`src/rtl/mad_irq_controller.sv`:
```
// Interrupt request controller: edge-captured pending register, per-source mask,
// fixed-priority grant with a programmed Int pulse and hold-off window.
// Optional macro IRQ_SYNC_EN adds a 2-flop synchronizer on every Irq line.
module mad_irq_controller #(
   parameter int unsigned NUM_SRC   = 4,
   parameter int unsigned PULSE_LEN = 1,
   parameter int unsigned HOLDOFF   = 8
) (
   input  logic               Clk,
   input  logic               Rst,
   input  logic [NUM_SRC-1:0] Irq,
   input  logic [NUM_SRC-1:0] Mask,
   output logic               Int,
   output logic [2:0]         Vector,
   output logic [NUM_SRC-1:0] Pending,
   output logic               Busy
);

   localparam int unsigned CNT_W = 8;
   localparam int unsigned VEC_W = 3;

   typedef enum logic [1:0] {
      IDLE,
      ASSERT,
      HOLD
   } state_t;

   state_t             state;
   state_t             state_nxt;
   logic [CNT_W-1:0]   cnt;
   logic [CNT_W-1:0]   cnt_nxt;
   logic               int_nxt;
   logic [VEC_W-1:0]   vec_nxt;
   logic [NUM_SRC-1:0] pend_nxt;
   logic [NUM_SRC-1:0] irq_s;
   logic [NUM_SRC-1:0] irq_prev;
   logic [NUM_SRC-1:0] rise;
   logic [NUM_SRC-1:0] grant;
   logic [NUM_SRC-1:0] eligible;
   logic               found;

`ifdef IRQ_SYNC_EN
   logic [NUM_SRC-1:0] sync_1;
   logic [NUM_SRC-1:0] sync_2;

   // Two-stage synchronizer for lines asynchronous to Clk
   always_ff @(posedge Clk) begin
      if (Rst) begin
         sync_1 <= '0;
         sync_2 <= '0;
      end else begin
         sync_1 <= Irq;
         sync_2 <= sync_1;
      end
   end

   assign irq_s = sync_2;
`else
   assign irq_s = Irq;
`endif

   // irq_prev also tracks during reset so a line held high at release is not an edge
   always_ff @(posedge Clk) begin
      irq_prev <= irq_s;
   end

   assign rise     = irq_s & ~irq_prev;
   assign eligible = Pending & Mask;

   always_comb begin
      state_nxt = state;
      cnt_nxt   = cnt;
      int_nxt   = Int;
      vec_nxt   = Vector;
      grant     = '0;
      found     = 1'b0;

      case (state)
         IDLE: begin
            int_nxt = 1'b0;
            for (int unsigned i = 0; i < NUM_SRC; i++) begin
               if (!found && eligible[i]) begin
                  found    = 1'b1;
                  grant[i] = 1'b1;
                  vec_nxt  = VEC_W'(i);
               end
            end
            if (found) begin
               int_nxt   = 1'b1;
               cnt_nxt   = CNT_W'(PULSE_LEN - 1);
               state_nxt = ASSERT;
            end
         end
         ASSERT: begin
            int_nxt = 1'b1;
            if (cnt == '0) begin
               int_nxt = 1'b0;
               if (HOLDOFF != 0) begin
                  cnt_nxt   = CNT_W'(HOLDOFF - 1);
                  state_nxt = HOLD;
               end else begin
                  state_nxt = IDLE;
               end
            end else begin
               cnt_nxt = cnt - CNT_W'(1);
            end
         end
         HOLD: begin
            int_nxt = 1'b0;
            if (cnt == '0) begin
               state_nxt = IDLE;
            end else begin
               cnt_nxt = cnt - CNT_W'(1);
            end
         end
         default: begin
            int_nxt   = 1'b0;
            state_nxt = IDLE;
         end
      endcase

      // A fresh rise on the granted bit wins over its clear
      pend_nxt = (Pending & ~grant) | rise;
   end

   always_ff @(posedge Clk) begin
      if (Rst) begin
         state   <= IDLE;
         cnt     <= '0;
         Int     <= 1'b0;
         Vector  <= '0;
         Pending <= '0;
         Busy    <= 1'b0;
      end else begin
         state   <= state_nxt;
         cnt     <= cnt_nxt;
         Int     <= int_nxt;
         Vector  <= vec_nxt;
         Pending <= pend_nxt;
         Busy    <= (state_nxt != IDLE);
      end
   end

endmodule

```
`config.mk`:
```
export PLATFORM = sky130hd
export DESIGN_NAME = mad_irq_controller
export DESIGN_NICKNAME = d
export VERILOG_FILES = /design/src/rtl/mad_irq_controller.sv
export SDC_FILE = /design/constraint.sdc
export NUM_CORES = 1
export LEC_CHECK = 0
export ABC_CLOCK_PERIOD_IN_PS = 1700
export CAP_MARGIN = 20
export CORE_MARGIN = 4
export CORE_UTILIZATION = 46
export CTS_BUF_LIST = sky130_fd_sc_hd__clkbuf_2
export DETAILED_ROUTE_END_ITERATION = 16
export GPL_TIMING_DRIVEN = 1
export PLACE_DENSITY_LB_ADDON = 0.08
export REMOVE_ABC_BUFFERS = 1
export SYNTH_ARGS = -nofsm -noshare
export SYNTH_HDL_FRONTEND = slang
export SYNTH_SLANG_ARGS = --single-unit
```
`constraint.sdc`:
```
create_clock -name Clk -period 1.7 [get_ports Clk]
set_input_delay 0.51 -clock Clk [delete_from_list [all_inputs] [get_ports Clk]]
set_output_delay 0.51 -clock Clk [all_outputs]
set_load 0.02 [all_outputs]
```
== Yosys cells after proc, flatten, opt, wreduce, memory -nomap -nowiden ==
Cells that the tools add are included.
Word-level totals
  register bits: 23
  input bits: 10
  output and inout bits: 9
  logic and storage cells: 58
Operators by class
  add/subtract/negate cells: 1
  eq/ne operators: 4
  multiplexer cells: 27
  bitwise logic cells: 6
  reduce and logical (&&, ||, !) cells: 13
Operators with widths (number)
  two-way mux 8 bit: 3
  one-hot mux 8 bit (3 select lines): 1
  two-way mux 1 bit: 13
  bitwise AND 4 bit: 3
  two-way mux 3 bit: 4
  zero test 8 bit: 1
  NOT 4 bit: 2
  subtractor 8 x 1 -> 8 bit, second input constant: 1
  two-way mux 2 bit: 3
  one-hot mux 2 bit (3 select lines): 1
  two-way mux 4 bit: 1
  inequality test 2 bit, second input constant: 2
  OR 4 bit: 1
  nonzero test 4 bit: 1
  logical AND 1 bit: 3
  zero test 1 bit: 3
  AND reduction 3 bit: 1
  nonzero test 3 bit: 1
  equality test 2 x 1 -> 1 bit, second input constant: 1
  equality test 2 bit, second input constant: 1
  zero test 2 bit: 1
  one-hot mux 1 bit (2 select lines): 1
  AND reduction 2 bit: 1
  nonzero test 2 bit: 1

== Logic depth before layout (Yosys ltp) ==
Gate-level depths: netlist (run 1).
  word-level depth: 18
  gate-level depth with buffers: 7
  depth with buffers taken out: 7

== Worst setup path before layout (run 1) ==
No wires, ideal clock.
  kind: register -> register
  from: reg state[0]
  to: reg cnt[5]
  setup time: 0.087 ns
  data arrival time: 1.760 ns
  required time: 1.613 ns
  setup slack: -0.147 ns
  stages on the path, launching flop included: 8
  buffers on the path: 0
  period minus slack after synthesis: 1.847 ns
  cell sequence: dfxtp_1 inv_1 ha_1 nor2b_1 o311ai_4 nand3b_2 or2b_2 o31ai_1
Between the ends
  cells in the longest elaborated chain, start to end: 3
  elaborated cells between the ends (all ways): 8
  classes of those cells: 4 x eq/ne; 1 x mux; 3 x reduce/logical
Ends and longest elaborated chain
  from (decl): RTL line 28  | state_t state;
  from (signal assigned): RTL line 135  | state <= state_nxt;
  equality test 2 bit (tied with other cells): RTL line 78  | case (state)
  inequality test 2 bit (no source line) / nonzero test 3 bit (equally long branches)
  AND reduction 3 bit (no source line)
  to (signal assigned): RTL line 136  | cnt <= cnt_nxt;
  to (decl): RTL line 30  | logic [CNT_W-1:0] cnt;
Parallel ways exist; a longest one is shown, timed or not.
A chain may end at the register's enable or synchronous reset.

== Worst setup path in the final report (run 1) ==
  from: reg cnt[5]
  to: reg cnt[4]
Between the ends
  cells in the longest elaborated chain, start to end: 3
  elaborated cells between the ends (all ways): 5
  classes of those cells: 1 x eq/ne; 2 x mux; 2 x reduce/logical
Ends and longest elaborated chain (RTL line)
  zero test 8 bit *: 96, 110
  two-way mux 8 bit / inequality test 2 bit (equally long branches)
  one-hot mux 8 bit (3 select lines) / AND reduction 3 bit (equally long branches)
Every way passes the cells marked *; elsewhere a longest branch is shown, timed or not.

==> impl_metrics.csv, run 1 <==
group,metric,value,unit
outcome,violations,"setup timing",
timing,min_period_over_period,102,%
floorplan,die_y,56.8,µm
floorplan,placement_rows,17,
final_layout,multiInputGateArea,768,µm²
floorplan,start_util,49.0,%
timing,drv_slew,0,
critical_path,critPathLaunch,"cnt[5]",
critical_path,reg2reg_slack,-0.04,ns
final_layout,drive_above_1_share,41.0,%
timing,fin_skew,0.0108,ns
clocking,clk_pin_slew,0.20,ns
synthesis,syn_area,0.00109,mm²
synthesis,synth.ff_latch_count,22,
synthesis,ys_top_cells_by_area,"dfxtp_1 (40%), nand2_1 (6.2%), a21oi_1 (5.9%)",
timing,min_period,1.74,ns
clocking,clock_path_buffers,2,
synthesis,synth.most_common_cell,"dfxtp_1",
synthesis,synth_edf_count,0,
synthesis,synth_seq_area_share,40.2,%
global_route,grt_pass1_wl,5130,µm
placed_design,gp_congestion,0.839,
timing,hold_ws,0.479,ns
synthesis,synth-async-reset-ratio,0,%
final_layout,finalNonFillerCells,206,
clocking,clk_latency,0.34,ns
critical_path,cpPeakStageDelay,0.56,ns
final_layout,nets,194,
detailed_routing,avgRoutedWirePerCell,14.7,µm
synthesis,ys_dominant_reg_cell,"dfxtp_1",
detailed_routing,routed_wirelength,3020,µm
clocking,cts_buffers,3,
detailed_routing,drt.antenna.violating_nets,0,
critical_path,worstSetupStartpointType,"flop",
global_route,grt_max_degree,15,
synthesis,syn_area_per_cell,8.42,µm²
timing,tightest_slew,0.583,ns
timing,hold_violations,0,
critical_path,critPathMaxFanout,3,
critical_path,reg2reg_to,"cnt[4]",
final_layout,regArea,452,µm²
detailed_routing,via_per_inst,5.47,
floorplan,io_pins,19,
clocking,cts_sinks,22,
synthesis,synth_cell_type_count,40,
power,ir_drop,0.654,mV
clocking,hold_buffers,0,
placed_design,place_inst,197,
synthesis,netlist_instances,130,
timing,setup_violations,4,
critical_path,worstSetupPathType,"reg -> reg",
floorplan,die_area,0.00322,mm²
detailed_routing,vias,1127,
placed_design,numPortBuffers,17,
synthesis,synth_top_area_share,40.2,%
power,p_total,1.34,mW
floorplan,die_width,56.8,µm
critical_path,endpoint,"cnt[4]",
synthesis,ys_warn_count,0,
timing,fmax,0.575,GHz
job,maxCapViolCount,0,
global_route,grtUsageTotal,20.4,%
global_route,antenna_found_initial,0,
critical_path,regToRegStartpoint,"cnt[5]",
detailed_routing,drt-pass1-iter-count,4,
global_route,grt_pass1_vias,1181,
final_layout,num_antenna_cells,0,
critical_path,critPathSlowestCell,"or4_4",
floorplan,core_area,0.00223,mm²
synthesis,netlist_top_cells_count,"dfxtp_1 (22), nand2_1 (18), a21oi_1 (13), nor2_1 (10), o21ai_0 (9)",
critical_path,worstPathArrival,2.00,ns
synthesis,yosysTopAreaCell,"dfxtp_1",
final_layout,fillCellCount,163,
timing,max_slew_margin,60.8,%
clocking,cts_root_buffer,"clkbuf_2",
critical_path,worstRegToRegCells,6,
critical_path,worstPathCellList,"or4_4 > o311ai_4 > nand3b_4 > buf_6 > a21oi_2 > a21o_1",
hold_path,hold_class,"reg -> reg",
timing,rsz0062_at_grt,"yes",
detailed_routing,drcViolationCount,0,
placed_design,dp_hpwl,2030,µm
timing,final.setup.tns,-0.0979,ns
final_layout,syn2layout_area_growth,55.5,%
timing,timing.final.ws_setup,-0.0388,ns
clocking,htree_levels,1,
clocking,cts_tree,"built",
global_route,overflow,0,
critical_path,endpoint_kind,"flop",
critical_path,cp.required,1.96,ns
outcome,status,"complete, but fails checks",
power,power_density,789,mW/mm²
detailed_routing,drt_iter0_drc,23,
power,leakage,0.775,nW
[cell type report]
class / count / area share, %
sequential: 22 / 26.5
timing repair buffer: 47 / 23.9
tap: 28 / 2.06
clock buffer: 3 / 0.882
clock inverter: 1 / 0.220
multi-input combinational: 99 / 45.1
inverter: 6 / 1.32
[worst max-delay path: cells and delay by family, from the launching register on]
| family | cells | cell delay, ns |
|---|---|---|
| AOI/OAI and AO/OA | 3 | 0.42 |
| and+or+nand+nor | 2 | 0.75 |
| buffers and inverters | 1 | 0.10 |
| DFF | 1 | 0.39 |
[power by group]
group          switching [mW]  internal (mW)  leakage (nW)
combinational           0.277          0.275         0.577
clock                   0.163         0.0511        0.0140
sequential             0.0220          0.555         0.184
[layout by cell type (no fill, tap or decap), types with 2 or more instances in the layout]
master            n
dfxtp_1          15
and3_1            2
clkdlybuf4s50_1   7
dlygate4sd2_1     7
nand2_2           2
inv_2             3
nand2_1          16
clkbuf_2          3
dlymetal6s2s_1    2
or2_4             2
ha_4              3
buf_6             4
nor2_1            9
nor3_1            2
o21ai_0           5
inv_1             3
a21oi_2           4
o21ai_1           3
a21oi_1           9
buf_4            26
nor4_2            2
nor2b_1           6
dfxtp_2           6
ha_1              2
[cells by family (layout without fill, tap and decap cells)]
| family | count (synthesis) | in the layout | share of synthesized area (%) |
|---|---|---|---|
| adder cells (fa/ha/maj) | 5 | 5 | 5.71 |
| multiplexers | 1 | 1 | 0.914 |
| flip-flops | 22 | 22 | 40.2 |
| other | 1 | 1 | 0.343 |
| AND/OR/NAND/NOR | 57 | 57 | 27.7 |
| AO/OA/AOI/OAI | 35 | 35 | 21.0 |
| buffers and inverters | 9 | 57 | 4.11 |
[through the flow]
step                      worst slack [ns]  cell area (µm²)  util (%)
after floorplan                     -0.147             1070         -
after detailed placement            -0.443             1470      65.6
after global placement              -0.379             1470      65.6
after CTS                          -0.0358             1650      74.1
after global routing                -0.103             1700      76.2
final                              -0.0388             1700      76.2
[routing by layer]
layer / share of wire, % / global-route usage, % / up-vias
li1: - / - / 557
met1: 39 / 21.2 / 523
met2: 53 / 38.8 / 35
met3: 3.9 / 2.30 / 12
met4: 3.4 / 11.3 / 0
met5: 0 / 0 / -
[flip-flops by register name, indices dropped and copies added, names as in the netlist]
name and flops:
Int 1, cnt 8, Vector 2, state 2
Busy 1, Pending 4, irq_prev 4
[what timing repair did]
| action | CTS | global route |
|---|---|---|
| setup endpoints to repair | 17 | 12 |
| resized for setup | 48 | 14 |
| pin swaps | 13 | 4 |
| setup buffers | 6 | 0 |
[worst min path at each step]
stage / cells past startpoint / slack, ns / from / end
after global placement: 2 / 0.45 / Vector[0] / Vector[0]
after floorplan: 2 / 0.47 / cnt[3] / cnt[3]
after global routing: 2 / 0.52 / Vector[0] / Vector[0]
after CTS: 2 / 0.48 / Vector[0] / Vector[0]
after detailed placement: 2 / 0.46 / Vector[0] / Vector[0]
final: 2 / 0.48 / Vector[0] / Vector[0]
No activity file was read; power rests on OpenSTA's default activity.
==> run 2: changes to the inputs <==
--- a/config.mk
+++ b/config.mk
@@ -14,6 +14,7 @@
 export GPL_TIMING_DRIVEN = 1
 export PLACE_DENSITY_LB_ADDON = 0.08
 export REMOVE_ABC_BUFFERS = 1
+export SKIP_CTS_REPAIR_TIMING = 1
 export SYNTH_ARGS = -nofsm -noshare
 export SYNTH_HDL_FRONTEND = slang
 export SYNTH_SLANG_ARGS = --single-unit
==> run 2 against run 1 <==
  * The flow still finishes with violations (setup timing)
  * Flip-flop and latch count unchanged
  * Count of clock-buffer cells in the layout stayed put
  * Combinational power down 2%
  * Sequential power about the same
  * Critical endpoint is now cnt[5]
  * Highest routed layer unchanged
==> impl_metrics.csv, run 2 (same netlist as run 1, synthesis figures left out) <==
group,metric,value,unit
critical_path,regToRegStartpoint,"cnt[5]",
detailed_routing,routed_wirelength,2950,µm
clocking,cts_tree,"built",
final_layout,finalNonFillerCells,205,
floorplan,die_width,56.8,µm
global_route,grt_pass1_vias,1066,
placed_design,gp_congestion,0.839,
timing,hold_ws,0.478,ns
clocking,htree_levels,1,
clocking,clock_path_buffers,2,
timing,min_period_over_period,105,%
timing,setup_violations,5,
detailed_routing,drt_iter0_drc,41,
final_layout,largest_reg_flops,8,
power,ir_drop,0.670,mV
final_layout,drive_above_1_share,38.4,%
timing,min_period,1.79,ns
floorplan,placement_rows,17,
outcome,violations,"setup timing",
final_layout,nets,193,
power,p_total,1.34,mW
timing,fmax,0.559,GHz
power,leakage,0.865,nW
floorplan,core_area,0.00223,mm²
outcome,status,"complete, but fails checks",
global_route,grt_pass1_wl,4380,µm
final_layout,layout.cells.most_common,"buf_4",
detailed_routing,via_per_inst,5.35,
critical_path,reg2reg_to,"cnt[5]",
hold_path,hold_end,"Vector[0]",
critical_path,worstPathArrival,2.05,ns
critical_path,reg2reg_slack,-0.09,ns
placed_design,numPortBuffers,17,
critical_path,cp.required,1.96,ns
detailed_routing,drcViolationCount,0,
power,power_density,782,mW/mm²
job,maxCapViolCount,0,
hold_path,hold_class,"reg -> reg",
timing,rsz0062_at_grt,"yes",
final_layout,num_antenna_cells,0,
critical_path,worstSetupStartpointType,"flop",
clocking,cts_sinks,22,
detailed_routing,avgRoutedWirePerCell,14.4,µm
critical_path,critPathMaxFanout,4,
global_route,antenna_found_initial,0,
final_layout,final_cell_mix,"buf_4 (24), nand2_1 (16), dfxtp_1 (15), a21oi_1 (11), dlymetal6s2s_1 (10)",
clocking,clk_latency,0.34,ns
detailed_routing,drt-pass1-iter-count,4,
final_layout,largest_register,"cnt",
timing,hold_violations,0,
global_route,grt_max_degree,15,
floorplan,start_util,49.0,%
timing,drv_slew,0,
detailed_routing,vias,1096,
global_route,overflow,0,
critical_path,endpoint_kind,"flop",
clocking,cts_buffers,3,
critical_path,worstSetupPathType,"reg -> reg",
placed_design,dp_hpwl,2030,µm
final_layout,syn2layout_area_growth,56.5,%
hold_path,worstHoldStart,"Vector[0]",
global_route,grtUsageTotal,17.3,%
floorplan,die_area,0.00322,mm²
floorplan,io_pins,19,
final_layout,reg_top3,"cnt: 8 flops, Pending: 4 flops, irq_prev: 4 flops",
floorplan,die_y,56.8,µm
clocking,clk_pin_slew,0.21,ns
placed_design,place_inst,197,
placed_design,pre_cts_slack,-0.443,ns
detailed_routing,drt.antenna.violating_nets,0,
clocking,cts_root_buffer,"clkbuf_2",
timing,timing.final.ws_setup,-0.0889,ns
timing,fin_skew,0.00468,ns
timing,final.setup.tns,-0.195,ns
critical_path,worstRegToRegCells,6,
hold_path,hold_depth,2,
==> run 2: cell type report <==
class / count / area, µm²
Multi-Input combinational cell: 99 / 753
Tap cell: 28 / 35.0
Fill cell: 155 / 520
Inverter: 6 / 22.5
Sequential cell: 22 / 452
Clock buffer: 3 / 15.0
Clock inverter: 1 / 3.75
Timing Repair Buffer: 46 / 432
==> run 2: through the flow <==
step                      util [%]  area, µm²
after floorplan                  -       1070
after global placement        65.6       1470
after detailed placement      65.6       1470
after CTS                     66.4       1480
after global routing          76.7       1710
final                         76.7       1710
==> run 2: worst max path at each step <==
stage / startpoint / slack (ns) / end
3_5_place_dp: Rst / -0.44 / cnt[5]
3_3_place_gp: Rst / -0.38 / cnt[5]
5_1_grt: cnt[5] / -0.16 / cnt[5]
2_1_floorplan: state[0] / -0.15 / cnt[5]
4_1_cts: Pending[2] / -0.26 / Pending[2]
6_report: cnt[5] / -0.09 / cnt[5]
==> run 2: routing by layer <==
layer	track usage, %	share of wire [%]	wire (µm)
met2	31.4	55	1620
met4	10.6	3.3	97
met1	18.7	39	1150
met3	2.30	2.6	78
met5	0	0	0
==> run 2: power breakdown <==
part	total, mW	switching [mW]	internal (mW)	leakage (nW)
Clock	0.220	0.168	0.0511	0.0140
Combinational	0.543	0.265	0.277	0.667
Sequential	0.578	0.0227	0.555	0.184
Total	1.34	0.456	0.884	0.865
==> run 2: worst max-delay path: stages, from the launching register on <==
cell and delay, ns:
dfxtp_4 0.41, or4_4 0.57, o311ai_4 0.25, buf_6 0.16, a21oi_2 0.03, o21ai_1 0.19, o31ai_2 0.09
